**config.mk**
```make
export PLATFORM = sky130hd
export DESIGN_NAME = cmu
export DESIGN_NICKNAME = d
export VERILOG_FILES = /design/src/rtl/cmu.sv
export SDC_FILE = /design/constraint.sdc
export NUM_CORES = 1
export LEC_CHECK = 0
export ABC_AREA = 0
export BUFFER_PORTS_ARGS = -buffer_cell sky130_fd_sc_hd__clkbuf_2
export CAP_MARGIN = 25
export CORE_AREA = 2 2 130 132
export CTS_CLUSTER_SIZE = 28
export DETAILED_ROUTE_END_ITERATION = 10
export DIE_AREA = 0 0 132 134
export SLEW_MARGIN = 0
export SYNTH_ARGS = -nofsm -noshare
export SYNTH_HDL_FRONTEND = slang
export SYNTH_SLANG_ARGS = --single-unit
```
**constraint.sdc**
```tcl
create_clock -name clk -period 3.4 [get_ports clk]
set_input_delay 1.02 -clock clk [delete_from_list [all_inputs] [get_ports clk]]
set_output_delay 1.02 -clock clk [all_outputs]
set_load 0.02 [all_outputs]
```
**src/rtl/cmu.sv**
```systemverilog
// cmu: cache management unit between the CPU data port and the cache array.
// Serves single load/store requests. On a miss it writes back a dirty victim
// line word by word, then refills the line from memory. The CPU is stalled
// until the request is re-presented in S_IDLE and hits.
module cmu #(
  parameter int unsigned TAG_BITS   = 23,
  parameter int unsigned INDEX_BITS = 5,
  parameter int unsigned WORD_BITS  = 2
) (
  input  logic                clk,
  input  logic                rst,
  input  logic                en_r,
  input  logic                en_w,
  input  logic [31:0]         addr_rw,
  input  logic [2:0]          u_b_h_w,
  input  logic [31:0]         data_w,
  output logic [31:0]         data_r,
  output logic                stall,
  output logic [31:0]         cache_addr,
  output logic                cache_load,
  output logic                cache_store,
  output logic                cache_replace,
  output logic                cache_invalid,
  output logic [2:0]          cache_u_b_h_w,
  output logic [31:0]         cache_din,
  input  logic                cache_hit,
  input  logic                cache_valid,
  input  logic                cache_dirty,
  input  logic [31:0]         cache_dout,
  input  logic [TAG_BITS-1:0] cache_tag,
  output logic                mem_cs_o,
  output logic                mem_we_o,
  output logic [31:0]         mem_addr_o,
  output logic [31:0]         mem_data_o,
  input  logic [31:0]         mem_data_i,
  input  logic                mem_ack_i
);

  localparam logic [2:0] SIZE_WORD = 3'b010;

  typedef enum logic [2:0] {
    S_IDLE,
    S_PRE_BACK,
    S_BACK,
    S_FILL,
    S_WAIT
  } state_t;

  state_t                state, state_nx;
  logic [WORD_BITS-1:0]  cnt, cnt_nx;
  logic [TAG_BITS-1:0]   victim_tag, victim_tag_nx;
  logic [INDEX_BITS-1:0] index_q, index_nx;
  logic [31:0]           wb_buf, wb_buf_nx;

  logic [TAG_BITS-1:0]   cpu_tag;
  logic [INDEX_BITS-1:0] cpu_index;
  logic [31:0]           victim_addr;
  logic [31:0]           fill_addr;
  logic                  last_word;
  logic                  req;

  assign cpu_tag     = addr_rw[31 -: TAG_BITS];
  assign cpu_index   = addr_rw[2 + WORD_BITS +: INDEX_BITS];
  assign victim_addr = {victim_tag, index_q, cnt, 2'b00};
  // The CPU holds its request while stalled, so the fill tag comes straight
  // from the live address; only the index is latched alongside the victim tag.
  assign fill_addr   = {cpu_tag, index_q, cnt, 2'b00};
  assign last_word   = (cnt == '1);
  assign req         = en_r | en_w;

  assign data_r        = cache_dout;
  assign cache_invalid = 1'b0;
  assign stall         = req & ~((state == S_IDLE) & cache_hit);

  // State and line-transfer registers; synchronous reset aborts any transfer.
  always_ff @(posedge clk) begin
    if (rst) begin
      state      <= S_IDLE;
      cnt        <= '0;
      victim_tag <= '0;
      index_q    <= '0;
      wb_buf     <= '0;
    end else begin
      state      <= state_nx;
      cnt        <= cnt_nx;
      victim_tag <= victim_tag_nx;
      index_q    <= index_nx;
      wb_buf     <= wb_buf_nx;
    end
  end

  // Next-state logic plus cache strobe and memory port decodes.
  always_comb begin
    state_nx      = state;
    cnt_nx        = cnt;
    victim_tag_nx = victim_tag;
    index_nx      = index_q;
    wb_buf_nx     = wb_buf;
    cache_addr    = addr_rw;
    cache_load    = 1'b0;
    cache_store   = 1'b0;
    cache_replace = 1'b0;
    cache_u_b_h_w = u_b_h_w;
    cache_din     = data_w;
    mem_cs_o      = 1'b0;
    mem_we_o      = 1'b0;
    mem_addr_o    = '0;
    mem_data_o    = '0;

    unique case (state)
      S_IDLE: begin
        if (en_w) begin
          cache_store = 1'b1;
        end else if (en_r) begin
          cache_load = 1'b1;
        end
        if (req && !cache_hit) begin
          victim_tag_nx = cache_tag;
          index_nx      = cpu_index;
          cnt_nx        = '0;
          state_nx      = (cache_valid && cache_dirty) ? S_PRE_BACK : S_FILL;
        end
      end

      S_PRE_BACK: begin
        cache_load    = 1'b1;
        cache_addr    = victim_addr;
        cache_u_b_h_w = SIZE_WORD;
        wb_buf_nx     = cache_dout;
        state_nx      = S_BACK;
      end

      S_BACK: begin
        mem_cs_o   = 1'b1;
        mem_we_o   = 1'b1;
        mem_addr_o = victim_addr;
        mem_data_o = wb_buf;
        if (mem_ack_i) begin
          if (last_word) begin
            cnt_nx   = '0;
            state_nx = S_FILL;
          end else begin
            cnt_nx   = cnt + WORD_BITS'(1);
            state_nx = S_PRE_BACK;
          end
        end
      end

      S_FILL: begin
        mem_cs_o   = 1'b1;
        mem_addr_o = fill_addr;
        if (mem_ack_i) begin
          cache_replace = 1'b1;
          cache_din     = mem_data_i;
          cache_addr    = fill_addr;
          cache_u_b_h_w = SIZE_WORD;
          if (last_word) begin
            state_nx = S_WAIT;
          end else begin
            cnt_nx = cnt + WORD_BITS'(1);
          end
        end
      end

      S_WAIT: begin
        state_nx = S_IDLE;
      end

      default: begin
        state_nx = S_IDLE;
      end
    endcase
  end

endmodule

```
==> results.md, run 1 <==
* Final setup viols at 0
* Syn Area/Cell at 7.36 µm²
* FF-to-FF Start: state[1]$_SDFFE_PP0P_
* Clk_lat worst skew at 330 ps
* Status: finished clean
* Most frequent cell after synthesis: nand2_1
* Worst Setup Start Kind: primary input
* Worst slew margin at 49.0%
* Total track usage at 15.7%
* Starting Density at 24.6%
* Pin count of the biggest net entering global routing at 36
* CP delay by family, top: buffers and inverters
* Synth top area cells: dfxtp_1 32%, nand2_1 18%, mux2_2 11%
* Gpl congestion at 0.801
* FF/Latch Area at 0.00130 mm²
* Buf/Inv on CP at 3
* Worst slew pin tran at 765 ps
* DRT Pass-1 Iters at 5
* Routed len/inst at 14.0 µm
* # diodes at 0
* Via count at 4560
* Worst Skew at 5.15 ps
* Hold WS at 449 ps
* Post-synth EDFFs at 0
* Share of layout cells above drive strength 1 at 48.7%
* FF+latch count, synth at 65
* Area delta synth->final at 46.6%
* Setup Crit Path Kind: primary input to primary output
* RSZ-0062 raised after global routing: false
* Worst Path Required at 2380 ps
* Predominant post-synthesis flop cell: dfxtp_1
* Hold Path End: wb_buf[25]$_SDFFE_PP0N_
* Mapped Cells at 545
* Post-CTS Setup Inserts at 0
* Routed wire length at 14600 µm
* CTS tree: done
* IO buf count at 328
* Async SR Flop Fraction at 0%
* Synth top cells by count: 193 x nand2_1, 65 x dfxtp_1, 63 x a21oi_1
* Slowest-stage cell, CP: mux2_2
* DR iter-0 viols at 212
* # DRC at 0
* Fin. Hold Viols at 0
* Routed Antenna Nets at 0
* Post-CTS Resized at 0
* CP max FO at 12
* Post-synthesis cell type count at 35
* Most frequent CP cell: clkbuf_2
* Dpl hpwl at 11300 µm
* Multi-input logic area at 0.00222 mm²
* Remaining global-route overflow at 0
* FILL cells at 1762
* Die ar. at 0.0177 mm²
* Crit. End Element: primary output
* Die Ht at 134 µm
* Max-Cap Viols at 0
* Post-synth top area share at 32.4%
* CTS root buffer: clkbuf_16
* IO Count at 332
* Vias per cell at 4.38
* Vias in the first global route at 4144
* H-Tree Depth at 3
* Worst min-delay path startpoint: wb_buf[25]$_SDFFE_PP0N_
* Slew Limit Fails at 0
* Pleak at 3.13 nW
* Worst reg2reg endpoint: wb_buf[19]$_SDFFE_PP0N_
* Peak supply drop at 235 µV
* Hold Path Cell Cnt at 2
* CTS Buf Count at 9
* Peak Freq at 0.315 GHz
* Nets at 981
* First-pass GRT wire length at 22200 µm
* Crit-path cells: clkbuf_2 > nand2b_1 > nand3b_1 > buf_4 > mux2_2 > clkbuf_2
* Core Region at 0.0163 mm²
* Setup TNS at 0 ps
* Pwr dens at 486 mW/mm²
* Hold crit path type: register to register
* Seq/Total Area, Yosys at 32.4%
* Worst reg2reg setup slack at 1340 ps
* CTS Hold Buffers Added at 0
* Max clock buf depth at 2
* Initial antenna violation count at 1
* Worst R2R Path Depth at 4
* Mapped Area at 0.00401 mm²
* CP max stage delay at 350 ps
* Synth Warn # at 0
* Die width at 132 µm
* Clk sinks at 65
* Number of cell rows at 47
* Crit path time final at 3170 ps
* Synth area leader: dfxtp_1
* Fin crit share at 93.3%
* Critical Path AT at 2150 ps
* Clock transition at path regs at 60 ps
## power by group
| part | internal [mW] | leakage, nW | switching [mW] |
|---|---|---|---|
| registers | 0.837 | 0.530 | 0.0575 |
| logic | 0.357 | 2.45 | 0.616 |
| clock network | 0.656 | 0.151 | 0.339 |
## cell families (layout without fill, tap and decap cells)
kind of cell	count (synthesis)	after routing	share of synthesized area, %
buffers and inverters	82	357	12.7
DFF	65	65	32.4
and+or+nand+nor	265	265	29.6
other	1	3	0.0934
adders and majority gates	1	1	0.312
AOI/OAI and AO/OA	90	90	13.5
muxes	41	41	11.4
## how the worst max path moves through the flow
stage | startpoint | to | slack, ps | cells after the start
after global placement | mem_ack_i | cache_addr[6] | 240 | 6
after CTS | mem_ack_i | cache_addr[8] | 220 | 6
after global routing | state[1]$_SDFFE_PP0P_ | cache_addr[2] | 150 | 5
after detailed placement | mem_ack_i | cache_addr[8] | 220 | 6
final | mem_ack_i | cache_addr[8] | 230 | 6
after floorplan | mem_ack_i | cache_addr[2] | 370 | 4
## state kept, by name (all words and copies together) (netlist names)
| register | flops |
|---|---|
| state | 3 |
| victim_tag | 23 |
| index_q | 5 |
| wb_buf | 32 |
| cnt | 2 |
## metrics by stage
step,setup slack (ps),cell area [µm²],cells,utilization (%),total power [mW]
floorplan,371,4020,547,-,1.57
global placement,241,5550,1026,34.1,1.88
detailed placement,222,5570,1027,34.2,1.89
CTS,222,5890,1042,36.1,2.91
global route,148,5890,1042,36.1,3.04
finish,227,5890,1042,36.1,2.86
## cells in the final DEF (no fill, tap or decap), types with 2 or more instances in the layout
master,n
clkinvlp_4,2
nand3b_1,2
clkbuf_2,328
a22o_1,23
and3_1,33
dfxtp_1,65
bufinv_16,2
clkbuf_16,9
buf_12,2
mux2i_1,2
nor3_1,2
buf_4,9
o21ai_0,2
nor2_1,4
nand2_1,193
mux2_2,39
inv_1,2
nand2b_1,5
conb_1,3
and2_1,12
nand3_1,2
a21oi_1,63
## per-layer routing
layer	share of wire (%)	routed length (µm)	GRT usage, %
met4	1.0	146	3.99
met1	45	6530	21.3
met3	8.2	1190	4.27
met5	0	0	0
met2	46	6700	24.8
## tightest hold or removal path, cell delays in order (launching register included)
cell	delay, ps
dfxtp_1	300
nand2_1	50
a21oi_1	50
## layout make-up
class	instances	share of cell area, %
flip-flops and latches	65	22.1
multi-input cells	400	37.7
clock inverters	5	1.36
repair buffers	340	30.0
clock buffers	10	4.06
well taps	220	4.68
inverters	2	0.128
No activity file was read; power rests on OpenSTA's default activity.
==> inputs of run 2 (changes only) <==
CORE_AREA = 2 2 128 130   (was 2 2 130 132)
DIE_AREA = 0 0 130 132   (was 0 0 132 134)
clock period = 3.5 ns   (was 3.4 ns; I/O delays follow)
==> run 2 against run 1 <==
Power fell by 6.7%; hold slack got worse by 1.5 ps; clock skew rose by 2.6 ps.
==> results.md, run 2 (synthesized netlist as in run 1, its figures left out) <==
* Status: finished clean (unchanged)
* Routed Antenna Nets at 0 (unchanged)
* DRT Pass-1 Iters at 5 (unchanged)
* Hold Path End: wb_buf[8]$_SDFFE_PP0N_ (was wb_buf[25]$_SDFFE_PP0N_)
* Core Region at 0.0157 mm² (was 0.0163 mm²)
* Slowest-stage cell, CP: mux2_2 (unchanged)
* # DRC at 0 (unchanged)
* CP max FO at 12 (unchanged)
* Max clock buf depth at 2 (unchanged)
* Clock transition at path regs at 50 ps (was 60 ps)
* Top reg by flops: wb_buf (unchanged)
* Total chip power at 2.67 mW (was 2.86 mW)
* Die Ht at 132 µm (was 134 µm)
* Die width at 130 µm (was 132 µm)
* DR iter-0 viols at 161 (was 212)
* Peak Freq at 0.301 GHz
* FF-to-FF Start: state[0]$_SDFFE_PP0P_ (was state[1]$_SDFFE_PP0P_)
* Clk sinks at 65 (unchanged)
* Design area at 0.00586 mm² (was 0.00589 mm²)
* Number of cell rows at 46 (was 47)
* Layout Utilization at 37.3% (was 36.1%)
* # diodes at 0 (unchanged)
* Max-Cap Viols at 0 (unchanged)
* Worst Path Required at 2450 ps (was 2380 ps)
* Worst reg2reg setup slack at 1500 ps (was 1340 ps)
* Area delta synth->final at 45.9% (was 46.6%)
* Starting Density at 25.5% (was 24.6%)
* Setup TNS at 0 ps (unchanged)
* Final setup viols at 0 (unchanged)
* Worst Skew at 7.72 ps (was 5.15 ps)
* RSZ-0062 raised after global routing: false (unchanged)
* CTS Hold Buffers Added at 0 (unchanged)
* Peak supply drop at 314 µV (was 235 µV)
* Pin count of the biggest net entering global routing at 36 (unchanged)
* Via count at 4535 (was 4560)
* Crit-path cells: clkbuf_2 > nand2b_1 > nand3b_1 > mux2_2 > clkbuf_2 (was clkbuf_2 > nand2b_1 > nand3b_1 > buf_4 > mux2_2 > clkbuf_2)
* Total track usage at 16.6% (was 15.7%)
* Hold crit path type: register to register (unchanged)
* Commonest non-fill, non-tap cell in the layout: clkbuf_2 (unchanged)
* CTS tree: done (unchanged)
* Die ar. at 0.0172 mm² (was 0.0177 mm²)
* Dpl hpwl at 11500 µm (was 11300 µm)
* Worst R2R Path Depth at 4 (unchanged)
* Routed wire length at 14700 µm (was 14600 µm)
* Worst reg2reg endpoint: wb_buf[26]$_SDFFE_PP0N_ (was wb_buf[19]$_SDFFE_PP0N_)
* Routed len/inst at 14.2 µm (was 14.0 µm)
* DP Area at 0.00557 mm² (about the same)
* Most frequent CP cell: clkbuf_2 (unchanged)
* Hold Path Cell Cnt at 2 (unchanged)
* IO buf count at 328 (unchanged)
* Commonest non-fill, non-tap cells in the layout: 328 x clkbuf_2, 193 x nand2_1, 65 x dfxtp_1 (unchanged)
* Largest registers: wb_buf: 32 flops, victim_tag: 23 flops, index_q: 5 flops (unchanged)
* Clk_lat worst skew at 340 ps (was 330 ps)
* Worst slew margin at 47.1% (was 49.0%)
* Initial antenna violation count at 1 (unchanged)
* Worst min-delay path startpoint: wb_buf[8]$_SDFFE_PP0N_ (was wb_buf[25]$_SDFFE_PP0N_)
* Pleak at 3.11 nW (was 3.13 nW)
* Worst slew pin tran at 794 ps (was 765 ps)
* Setup Crit Path Kind: primary input to primary output (unchanged)
* Post-CTS Resized at 0 (unchanged)
* Pwr dens at 456 mW/mm² (was 486 mW/mm²)
* Fin crit share at 94.8%
* Vias per cell at 4.36 (was 4.38)
* H-Tree Depth at 3 (unchanged)
* Slew Limit Fails at 0 (unchanged)
* Fin. Hold Viols at 0 (unchanged)
* Crit path time final at 3320 ps
* Post-CTS Setup Inserts at 0 (unchanged)
* Gpl congestion at 0.770 (was 0.801)
* CTS Buf Count at 9 (unchanged)
* Max reg flops at 32 (unchanged)
* Vias in the first global route at 4148 (was 4144)
* CP max stage delay at 390 ps (was 350 ps)
* Crit. End Element: primary output (unchanged)
* IO Count at 332 (unchanged)
* Critical Path AT at 2270 ps (was 2150 ps)
* Remaining global-route overflow at 0 (unchanged)
* Share of layout cells above drive strength 1 at 48.6% (was 48.7%)
* CTS root buffer: clkbuf_16 (unchanged)
* First-pass GRT wire length at 22100 µm (was 22200 µm)
* Worst Setup Start Kind: primary input (unchanged)
* Nets at 981 (unchanged)
[run 2: final cells by class]
| cell class | count | area (µm²) |
|---|---|---|
| Fill cell | 1710 | 9850 |
| Multi-Input combinational cell | 400 | 2220 |
| Timing Repair Buffer | 340 | 1780 |
| Sequential cell | 65 | 1300 |
| Tap cell | 216 | 270 |
| Clock buffer | 12 | 256 |
| Clock inverter | 4 | 27.5 |
| Inverter | 2 | 7.51 |
[run 2: report_power, final]
group	switching, mW	internal, mW
Clock	0.329	0.516
Combinational	0.608	0.352
Sequential	0.0514	0.813
[run 2: worst max-delay path by stage]
| stage | cells after the start | start | slack [ps] | endpoint |
|---|---|---|---|---|
| floorplan | 4 | mem_ack_i | 410 | cache_addr[2] |
| global placement | 5 | mem_ack_i | 220 | cache_addr[5] |
| detailed placement | 5 | mem_ack_i | 180 | cache_addr[4] |
| CTS | 5 | mem_ack_i | 180 | cache_addr[3] |
| global route | 5 | mem_ack_i | 100 | cache_addr[8] |
| finish | 5 | mem_ack_i | 180 | cache_addr[3] |
[run 2: worst max-delay path, delay by kind of cell]
family,cells,cell delay [ps]
buffers and inverters,2,270
muxes,1,390
and+or+nand+nor,2,550
[run 2: routing by layer]
layer | track usage [%] | vias to the layer above | wire, µm
li1 | - | 2320 | -
met1 | 21.0 | 1997 | 6400
met2 | 27.1 | 201 | 6840
met3 | 5.32 | 15 | 1300
met4 | 4.72 | 2 | 187
met5 | 0 | - | 13
[run 2: per-stage QoR]
step                setup WS (ps)  hold slack [ps]  instances
finish                        182              447       1039
global route                 97.2              465       1039
CTS                           183              450       1039
detailed placement            185              443       1023
global placement              221              438       1022
floorplan                     411              432        547
